==> src/rtl/uart_tx_arbiter.sv <==
// Round-robin arbiter that serialises framed 32-bit payloads from two requesters into a byte transmitter.
// Build option: define UART_TX_ARB_CHKSUM_EN to append a modulo-256 checksum byte to every frame.
module uart_tx_arbiter #(
  parameter logic [7:0]  HEADER      = 8'hA5,
  parameter logic [23:0] TIMEOUT_CYC = 24'd2499999
) (
  input  logic        clk_50m,
  input  logic        rst_n,
  input  logic        req_a,
  input  logic [31:0] data_a,
  output logic        ack_a,
  input  logic        req_b,
  input  logic [31:0] data_b,
  output logic        ack_b,
  input  logic        uart_tx_done,
  output logic [7:0]  uart_tx_data,
  output logic        uart_tx_en,
  output logic        busy,
  output logic        timeout_err
);

  localparam logic [2:0] S_IDLE = 3'd0;
  localparam logic [2:0] S_LOAD = 3'd1;
  localparam logic [2:0] S_SEND = 3'd2;
  localparam logic [2:0] S_WAIT = 3'd3;
  localparam logic [2:0] S_ACK  = 3'd4;

`ifdef UART_TX_ARB_CHKSUM_EN
  localparam logic [2:0] LAST_IDX = 3'd6;
`else
  localparam logic [2:0] LAST_IDX = 3'd5;
`endif

  logic [2:0]  state_q, state_d;
  logic [2:0]  idx_q, idx_d;
  logic [23:0] cnt_q, cnt_d;
  logic [31:0] buf_q, buf_d;
  logic        gnt_b_q, gnt_b_d;
  logic        last_b_q, last_b_d;
  logic [7:0]  data_q, data_d;
  logic        en_q, en_d;
  logic        ack_a_q, ack_a_d;
  logic        ack_b_q, ack_b_d;
  logic        busy_q, busy_d;
  logic        err_q, err_d;
  logic [7:0]  chan_id;
  logic [7:0]  cur_byte;
  logic        pick_b;

  assign chan_id = gnt_b_q ? 8'h02 : 8'h01;
  // B wins when it is alone, or when both ask and A was served last.
  assign pick_b  = req_b && (!req_a || !last_b_q);

`ifdef UART_TX_ARB_CHKSUM_EN
  logic [7:0] chksum;
  assign chksum = chan_id + buf_q[7:0] + buf_q[15:8] + buf_q[23:16] + buf_q[31:24];
`endif

  always_comb begin
    cur_byte = 8'h00;
    case (idx_q)
      3'd0: cur_byte = HEADER;
      3'd1: cur_byte = chan_id;
      3'd2: cur_byte = buf_q[7:0];
      3'd3: cur_byte = buf_q[15:8];
      3'd4: cur_byte = buf_q[23:16];
      3'd5: cur_byte = buf_q[31:24];
`ifdef UART_TX_ARB_CHKSUM_EN
      3'd6: cur_byte = chksum;
`endif
      default: cur_byte = 8'h00;
    endcase
  end

  always_comb begin
    state_d  = state_q;
    idx_d    = idx_q;
    cnt_d    = cnt_q;
    buf_d    = buf_q;
    gnt_b_d  = gnt_b_q;
    last_b_d = last_b_q;
    data_d   = data_q;
    en_d     = 1'b0;
    ack_a_d  = 1'b0;
    ack_b_d  = 1'b0;
    busy_d   = busy_q;
    err_d    = err_q;
    case (state_q)
      S_IDLE: begin
        if (req_a || req_b) begin
          gnt_b_d = pick_b;
          buf_d   = pick_b ? data_b : data_a;
          idx_d   = 3'd0;
          busy_d  = 1'b1;
          state_d = S_LOAD;
        end
      end
      S_LOAD: begin
        data_d  = cur_byte;
        en_d    = 1'b1;
        state_d = S_SEND;
      end
      S_SEND: begin
        cnt_d   = 24'd0;
        state_d = S_WAIT;
      end
      S_WAIT: begin
        // Next byte goes through LOAD so every enable lands two cycles after done.
        if (uart_tx_done) begin
          if (idx_q == LAST_IDX) begin
            ack_a_d = !gnt_b_q;
            ack_b_d = gnt_b_q;
            state_d = S_ACK;
          end else begin
            idx_d   = idx_q + 3'd1;
            state_d = S_LOAD;
          end
        end else if (cnt_q == TIMEOUT_CYC) begin
          err_d   = 1'b1;
          ack_a_d = !gnt_b_q;
          ack_b_d = gnt_b_q;
          state_d = S_ACK;
        end else begin
          cnt_d = cnt_q + 24'd1;
        end
      end
      S_ACK: begin
        last_b_d = gnt_b_q;
        busy_d   = 1'b0;
        state_d  = S_IDLE;
      end
      default: state_d = S_IDLE;
    endcase
  end

  always_ff @(posedge clk_50m or negedge rst_n) begin
    if (!rst_n) begin
      state_q  <= S_IDLE;
      idx_q    <= 3'd0;
      cnt_q    <= 24'd0;
      buf_q    <= 32'd0;
      gnt_b_q  <= 1'b0;
      last_b_q <= 1'b1;
      data_q   <= 8'h00;
      en_q     <= 1'b0;
      ack_a_q  <= 1'b0;
      ack_b_q  <= 1'b0;
      busy_q   <= 1'b0;
      err_q    <= 1'b0;
    end else begin
      state_q  <= state_d;
      idx_q    <= idx_d;
      cnt_q    <= cnt_d;
      buf_q    <= buf_d;
      gnt_b_q  <= gnt_b_d;
      last_b_q <= last_b_d;
      data_q   <= data_d;
      en_q     <= en_d;
      ack_a_q  <= ack_a_d;
      ack_b_q  <= ack_b_d;
      busy_q   <= busy_d;
      err_q    <= err_d;
    end
  end

  assign uart_tx_data = data_q;
  assign uart_tx_en   = en_q;
  assign ack_a        = ack_a_q;
  assign ack_b        = ack_b_q;
  assign busy         = busy_q;
  assign timeout_err  = err_q;

endmodule

==> config.mk <==
export PLATFORM = sky130hd
export DESIGN_NAME = uart_tx_arbiter
export DESIGN_NICKNAME = d
export VERILOG_FILES = /design/src/rtl/uart_tx_arbiter.sv
export SDC_FILE = /design/constraint.sdc
export NUM_CORES = 1
export LEC_CHECK = 0
export BUFFER_PORTS_ARGS = -buffer_cell sky130_fd_sc_hd__buf_4
export CAP_MARGIN = 5
export CORE_MARGIN = 1.5
export CORE_UTILIZATION = 55
export DETAILED_ROUTE_END_ITERATION = 10
export PLACE_DENSITY = 0.8
export SYNTH_ARGS = -nofsm -noshare
export SYNTH_HDL_FRONTEND = slang
export SYNTH_SLANG_ARGS = --single-unit
export TNS_END_PERCENT = 1
==> constraint.sdc <==
create_clock -name clk_50m -period 2.45 [get_ports clk_50m]
set_input_delay 0.3675 -clock clk_50m [delete_from_list [all_inputs] [get_ports clk_50m]]
set_output_delay 0.3675 -clock clk_50m [all_outputs]
set_load 0.05 [all_outputs]
# ---- Word-level counts from Yosys, hierarchy flattened
# Index checks and enable logic that the tools add are counted.
# Widths: inputs -> output; s select.
dict set report totals {
  register_bits 77
  out_inout_bits 13
  elab_cells 74
}
dict set report op_classes {
  addsub 2
  n_eq_ne 16
  n_mux 26
  bitwise_logic 1
  n_reduce_logical 17
}
# operator count
set ops {}
lappend ops {{$mux 24} 2}
lappend ops {{$pmux 24 s2} 1}
lappend ops {{$pmux 8 s6} 1}
lappend ops {{$mux 32} 1}
lappend ops {{$add 24x1->24 const B} 1}
lappend ops {{$eq 24x22->1 const B} 1}
lappend ops {{$mux 3} 7}
lappend ops {{$eq 3x2->1 const B} 4}
lappend ops {{$pmux 3 s4} 1}
lappend ops {{$mux 1} 10}
lappend ops {{$ne 2x2->1 const B} 5}
lappend ops {{$eq 3x3->1 const B} 3}
lappend ops {{$eq 3x1->1 const B} 2}
lappend ops {{$logic_not 3->1} 2}
lappend ops {{$pmux 3 s2} 1}
lappend ops {{$reduce_and 2->1} 3}
lappend ops {{$reduce_and 3->1} 2}
lappend ops {{$reduce_bool 2->1} 3}
lappend ops {{$reduce_and 4->1} 1}
lappend ops {{$add 3x1->3 const B} 1}
lappend ops {{$logic_not 1->1} 3}
lappend ops {{$ne 3x3->1 const B} 1}
lappend ops {{$logic_or 1x1->1} 2}
lappend ops {{$mux 2} 1}
lappend ops {{3 further kinds} 3}

# ---- Depth between registers and ports, before layout
# Gate-level depths: netlist of run 1.
dict set report depth {
  word_depth 4
  depth_mapped 8
  mapped_depth_nobuf 6
}

# ---- Least setup slack after synthesis of run 1
# OpenSTA, ideal clock, no wires.
dict set report synth_timing {
  path_kind {flip-flop to flip-flop}
  from {reg cnt_q[0]}
  to {reg cnt_q[19]}
  setup_time_ns 0.082
  arrival_time_ns 1.719
  path_slack_ns 0.649
  stages_incl_launch_ff 9
  path_buffers 2
  period_less_slack_ns 1.801
  cell_sequence {dfrtp_1 > ha_1 > and4_1 > buf_4 > and3_4 > a21boi_4 > buf_6 > o31ai_1 > a31oi_1}
}
dict set report synth_between {
  elab_chain_cells 4
  elab_cells_between_ends 7
}
# element line
set synth_rtl {}
lappend synth_rtl {{start, declared} 36} ;# logic [23:0] cnt_q, cnt_d;
lappend synth_rtl {{start signal, assigned} 153} ;# cnt_q <= cnt_d;
lappend synth_rtl {{$add 24x1->24} 124} ;# cnt_d = cnt_q + 24'd1;
lappend synth_rtl {{$mux 24} 118} ;# end else if (cnt_q == TIMEOUT_CYC) begin
lappend synth_rtl {{$mux 24} 109} ;# if (uart_tx_done) begin
lappend synth_rtl {{$pmux 24 s2} 88} ;# case (state_q)
# Parallel ways exist; a longest one is shown, timed or not. The select of a mux whose other input is x is not followed.
# A chain may end at the register's enable or synchronous reset.

# ---- Final worst setup path of run 1
dict set report layout_timing {
  from {reg cnt_q[0]}
  to {reg cnt_q[21]}
}
# Same word-level chain as after synthesis.

==> flow_metrics.env, run 1 <==
export IMPL_grt_use_met2=0.4078
export IMPL_r2r_cells=6
export IMPL_yosys_top_cells_area="dfrtp_1 (45%), mux2i_1 (8.1%), a21oi_1 (5.8%)"
export IMPL_grt_most_used_layer="met2"
export IMPL_wl_per_cell_um=16.34
export IMPL_cpPeakStageDelay_ps=410
export IMPL_vias=3582
export IMPL_antenna_cells=0
export IMPL_postSynthAreaPerCell_um2=9.983
export IMPL_critPathTopFamily="compound AO/OA/AOI/OAI gates"
export IMPL_hold_path_class="input port to asynchronous set/reset pin"
export IMPL_core_area_um2=7331
export IMPL_synthArstFlopShare=1.000
export IMPL_worstMarginPinSlew_ps=948.5
export IMPL_grt_pass1_vias=3424
export IMPL_mappedNetlistArea_um2=4193
export IMPL_htreeDepth=3
export IMPL_dp_slack_ps=382.0
export IMPL_worstPathMaxFanout=17
export IMPL_clk_path_buf_depth=2
export IMPL_drv_slew=0
export IMPL_die_area_um2=8156
export IMPL_fin_crit_ps=2106
export IMPL_ys_seq_area_frac=0.4599
export IMPL_antenna_found_initial=0
export IMPL_grt_start_max_net_pins=78
export IMPL_p_seq_frac=0.394
export IMPL_p_comb_frac=0.415
export IMPL_arrival_ps=2360
export IMPL_startpoint="cnt_q[0]"
export IMPL_grt_setup_unrepaired="no"
export IMPL_clk_latency_ps=360
export IMPL_start_util=0.5719
export IMPL_finalSetupViolCount=0
export IMPL_syn_num_nets=495
export IMPL_dp_hpwl_mm=6.903
export IMPL_synthAdderAreaFrac=0.01791
export IMPL_ant_nets=0
export IMPL_synth_compound_gate_area_share=0.2184
export IMPL_synth_top_cells_by_count="dfrtp_1 (76), a21oi_1 (49), nor2_1 (42), mux2i_1 (34), nand2_1 (29)"
export IMPL_ys_types=63
export IMPL_switching_power_mw=2.063
export IMPL_cts_hold_buf=0
export IMPL_worst_path_buf_inv=0
export IMPL_finalCritPeriodShare=0.8595
export IMPL_power_switching_share=0.4071
export IMPL_rr_endpoint="cnt_q[21]"
export IMPL_r2r_slack_ps=340
export IMPL_fin_skew_ps=6.412
export IMPL_first_pass_iters=6
export IMPL_synth_mux_area_frac=0.08117
export IMPL_ir_worst_vdd_v=0.0008152
export IMPL_drc=0
export IMPL_gr_total_overflow=0
export IMPL_via_per_inst=6.061
export IMPL_finalHoldViolations=0
export IMPL_endpoint="cnt_q[21]"
export IMPL_setup_slack_ps=344.1
export IMPL_r2r_start="cnt_q[0]"
export IMPL_utilization=0.6836
export IMPL_worstPathCellList="ha_1, and4_1, nand3_2, o21ai_4, o21ai_1, a22o_1"
export IMPL_cp_slowest_cell="dfrtp_1"
export IMPL_nets=562
export IMPL_post_cts_setup_buffers=0
export IMPL_use_met3=0.04461
export IMPL_powerDensity_nw_per_um2=1011
export IMPL_track_usage=0.2489
export IMPL_yosys_area_share_simple=0.1743
export IMPL_routed_wl_mm=9.654
export IMPL_area_growth_syn_to_layout_pct=19.52
export IMPL_synth_top_family_by_area="compound AO/OA/AOI/OAI gates"
export IMPL_cts_tree="built"
export IMPL_internal_power_mw=3.005
export IMPL_cts_sinks=77
export IMPL_synth_edf_count=0
export IMPL_gp_congestion=0.8498
export IMPL_synthXorXnorAreaFrac=0
export IMPL_cts_made_buffers=9
export IMPL_drv_cap=0
export IMPL_synthFlopType="dfrtp_1"
export IMPL_power_leakage_nw=2.272
export IMPL_io_pins=82
export IMPL_die_x_um=90.31
export IMPL_io_buffers=81
export IMPL_cp_end_kind="flop"
export IMPL_synth_top_area_share=0.4536
export IMPL_dieHeight_um=90.31
export IMPL_finalSetupTns_ps=0
export IMPL_yosysWarnings=0
export IMPL_drive_gt1_frac=0.2561
export IMPL_max_slew_margin_rel=0.3677
export IMPL_grt_pass1_wl_mm=16.21
export IMPL_status="finished clean"
export IMPL_crit_cells=6
export IMPL_syn_inst=420
export IMPL_clkPwrFrac=0.191
export IMPL_crit_path_start_kind="flop"
export IMPL_yosysMostFrequentCell="dfrtp_1"
export IMPL_worstSetupPathType="flop to flop"
export IMPL_fmax_mhz=474.9
export IMPL_power_mw=5.068
export IMPL_grtUsageMet1=0.3287
export IMPL_synth_seq_cells=77
export IMPL_std_cell_rows=31
export IMPL_synth_top_area_cell="dfrtp_1"
export IMPL_drtIter0Drc=176
export IMPL_ctsRootBufferMaster="clkbuf_8"
export IMPL_cts_resized=0
export IMPL_clkSlewWorstSetupHoldPaths_ps=80
export IMPL_whs_ps=144.9
export IMPL_required_ps=2700
## worst min-delay path by stage
| stage | to | cells after the start | start | slack [ps] |
|---|---|---|---|---|
| floorplan | ack_a | 0 | rst_n | 70 |
| global placement | timeout_err | 1 | timeout_err | 460 |
| detailed placement | timeout_err | 1 | timeout_err | 480 |
| CTS | buf_q[7] | 1 | rst_n | 200 |
| global route | ack_a | 1 | rst_n | 230 |
| finish | ack_a | 1 | rst_n | 140 |
## cell usage in the layout, fill, tap and decap left out, types with 4 or more instances in the layout
cell type / count
buf_4: 85
dfrtp_1: 76
a21oi_1: 49
nor2_1: 42
mux2i_1: 34
nand2_1: 29
o21ai_0: 14
a22o_1: 12
nand3_1: 11
o21ai_1: 10
clkbuf_8: 10
inv_1: 9
a31oi_1: 8
and2_1: 7
nand4_1: 7
ha_1: 6
o31ai_1: 5
and4_1: 4
a22oi_1: 4
a222oi_1: 4
a41oi_1: 4
## registers in the layout, summed over array words and instances (netlist names)
register,count
gnt_b_q,1
uart_tx_en,1
cnt_q,24
idx_q,3
busy,1
ack_a,1
last_b_q,1
buf_q,32
uart_tx_data,8
ack_b,1
state_q,3
timeout_err,1
## stage by stage
step           cell area (µm²)  instances
4_1_cts                   5011        591
5_1_grt                   5011        591
6_report                  5011        591
3_5_place_dp              4818        575
3_3_place_gp              4818        575
2_1_floorplan             4193        420
## final cells by class
cell class                      count  area [µm²]
Timing Repair Buffer               86       658.1
Sequential cell                    77        1928
Clock inverter                      4       47.55
Clock buffer                       12       145.1
Multi-Input combinational cell    304        2074
Inverter                            9       33.78
Fill cell                         578        2320
Tap cell                           99       123.9
## power groups by stage
stage	registers, mW	logic [mW]	clock network (mW)
after floorplan	2.12	1.41	0
after global placement	2.00	2.02	0
after detailed placement	2.01	2.09	0
after CTS	1.99	2.11	0.966
after global routing	2.05	2.32	1.03
final	2.00	2.10	0.966
## cell families after synthesis
| kind of cell | after synthesis |
|---|---|
| fa+ha+maj | 6 |
| flops | 77 |
| mux | 34 |
| buf+inv | 39 |
| simple gates | 131 |
| compound gates | 133 |
## layer usage
metal / part of all wire / vias up
li1: - / 1681
met1: 0.43 / 1747
met2: 0.49 / 132
met3: 0.056 / 22
met4: 0.022 / 0
met5: 0 / -
## worst reg2reg max path: cells and delay by family (launching register included)
family                   cells  cell delay, ps
flip-flops                   1             410
adder cells (fa/ha/maj)      1             270
AO/OA/AOI/OAI                3             790
AND/OR/NAND/NOR              2             540
(Power assumes the default switching activity.)
==> run 2, diff against run 1 <==
- REMOVE_ABC_BUFFERS: default -> 1
==> run 2 against run 1 <==
The flow now finishes with violations (negative hold slack); clock skew up 0.77 ps; critical path depth did not move; register-to-register slack worse by 80 ps; worst setup slack got worse by 84 ps; cell count increased by 0.85%; utilization is 0.90 points higher; sequential share of layout area is 0.50 points lower; sequential power down 2%; routed wire length is 1.3% higher; worst hold slack got worse by 160 ps; design area increased by 1.3%; first-iteration DRC count up 14%; critical path type unchanged; critical endpoint is now cnt_q[5]; largest cell class unchanged; largest power group unchanged.
==> flow_metrics.env, run 2 (synthesis gave the netlist of run 1 again) <==
export IMPL_drtIter0Drc=201
export IMPL_dp_slack_ps=291.8
export IMPL_core_area_um2=7331
export IMPL_first_pass_iters=4
export IMPL_worstMarginPinSlew_ps=570.1
export IMPL_clk_latency_ps=340
export IMPL_dp_hpwl_mm=6.914
export IMPL_finalHoldViolations=19
export IMPL_vias=3553
export IMPL_die_x_um=90.31
export IMPL_die_area_um2=8156
export IMPL_power_switching_share=0.3948
export IMPL_finalSetupViolCount=0
export IMPL_arrival_ps=2430
export IMPL_clkPwrFrac=0.201
export IMPL_drive_gt1_frac=0.2656
export IMPL_post_cts_setup_buffers=0
export IMPL_dieHeight_um=90.31
export IMPL_htreeDepth=3
export IMPL_clk_path_buf_depth=2
export IMPL_ctsRootBufferMaster="clkbuf_8"
export IMPL_drv_cap=0
export IMPL_nets=568
export IMPL_routed_wl_mm=9.775
export IMPL_cts_resized=0
export IMPL_fmax_mhz=456.6
export IMPL_max_slew_margin_rel=0.6190
export IMPL_io_buffers=81
export IMPL_registers_top_by_ff_count="buf_q"
export IMPL_whs_ps=-12.91
export IMPL_gr_total_overflow=0
export IMPL_fin_skew_ps=7.178
export IMPL_antenna_cells=0
export IMPL_hold_path_class="input port to asynchronous set/reset pin"
export IMPL_cp_end_kind="flop"
export IMPL_r2r_slack_ps=260
export IMPL_grt_pass1_vias=3614
export IMPL_track_usage=0.2500
export IMPL_p_seq_frac=0.375
export IMPL_final_common_cell="buf_4"
export IMPL_finalCritPeriodShare=0.8939
export IMPL_internal_power_mw=3.159
export IMPL_setup_slack_ps=260.0
export IMPL_fin_crit_ps=2190
export IMPL_fillerInstances=579
export IMPL_clkSlewWorstSetupHoldPaths_ps=80
export IMPL_required_ps=2690
export IMPL_start_util=0.5719
export IMPL_powerDensity_nw_per_um2=1028
export IMPL_wl_per_cell_um=16.40
export IMPL_cts_made_buffers=9
export IMPL_worstPathMaxFanout=17
export IMPL_grt_pass1_wl_mm=16.57
export IMPL_std_cell_rows=31
export IMPL_drv_slew=0
export IMPL_violations="negative hold slack"
export IMPL_area_growth_syn_to_layout_pct=21.10
export IMPL_grt_setup_unrepaired="no"
export IMPL_ant_nets=0
export IMPL_crit_path_start_kind="flop"
export IMPL_ir_worst_vdd_v=0.0005995
export IMPL_cts_hold_buf=0
export IMPL_antenna_found_initial=0
export IMPL_largest_reg_flops=32
export IMPL_grt_start_max_net_pins=44
export IMPL_io_pins=82
export IMPL_cts_tree="built"
export IMPL_via_per_inst=5.961
export IMPL_power_leakage_nw=2.312
export IMPL_worstSetupPathType="flop to flop"
export IMPL_cts_sinks=77
export IMPL_p_comb_frac=0.424
export IMPL_drc=0
export IMPL_gp_congestion=0.8840
export IMPL_switching_power_mw=2.060
export IMPL_status="finished with violations"
export IMPL_final_cell_mix="buf_4 (91), dfrtp_1 (76), a21oi_1 (49)"
==> run 2: through the flow <==
stage                     area (µm²)  utilization  power (mW)  cells  TNS (ps)
final                           5077       0.6926       5.219    596         0
after global routing            5077       0.6926       5.551    596         0
after CTS                       5077       0.6926       5.233    596         0
after detailed placement        4863       0.6634       4.171    581         0
after global placement          4863       0.6634       4.069    581         0
after floorplan                 4024            -       3.451    390    -65640
==> run 2: power groups by stage <==
stage / clock (mW) / combinational, mW / sequential [mW]
2_1_floorplan: 0 / 1.29 / 2.16
3_3_place_gp: 0 / 2.12 / 1.95
3_5_place_dp: 0 / 2.20 / 1.97
4_1_cts: 1.06 / 2.22 / 1.95
5_1_grt: 1.11 / 2.44 / 2.00
6_report: 1.05 / 2.21 / 1.96
==> run 2: worst paths after layout <==
check	from	to	cells after the start
min in group clk_50m	data_a[20]	buf_q[20]	3
worst min-delay path	rst_n	cnt_q[23]	1
worst min register to register	timeout_err	timeout_err	1
worst max register to register	cnt_q[0]	cnt_q[5]	6
max in group asynchronous	rst_n	uart_tx_data[5]	2
worst max-delay path	cnt_q[0]	cnt_q[5]	6
==> run 2: final cells by class <==
class / instances / area (µm²) / share of cell area
Multi-Input combinational cell: 304 / 2074 / 0.4086
Sequential cell: 77 / 1928 / 0.3797
Timing Repair Buffer: 92 / 703.2 / 0.1385
Clock buffer: 11 / 141.4 / 0.02785
Tap cell: 99 / 123.9 / 0.02440
Clock inverter: 4 / 72.57 / 0.01429
Inverter: 9 / 33.78 / 0.006654
==> run 2: worst max-delay path: stages (launching register included) <==
cell and delay (ps):
dfrtp_1 410, ha_1 270, and4_1 390, nand3_2 150, o21ai_4 430, o21ai_0 220, a21o_1 220
==> run 2: metal layers <==
metal	part of all wire	up-vias	track usage
li1	-	1697	-
met2	0.51	111	0.4388
met5	0	-	0
met4	0.021	0	0.1019
met1	0.42	1724	0.3038
met3	0.050	21	0.04377
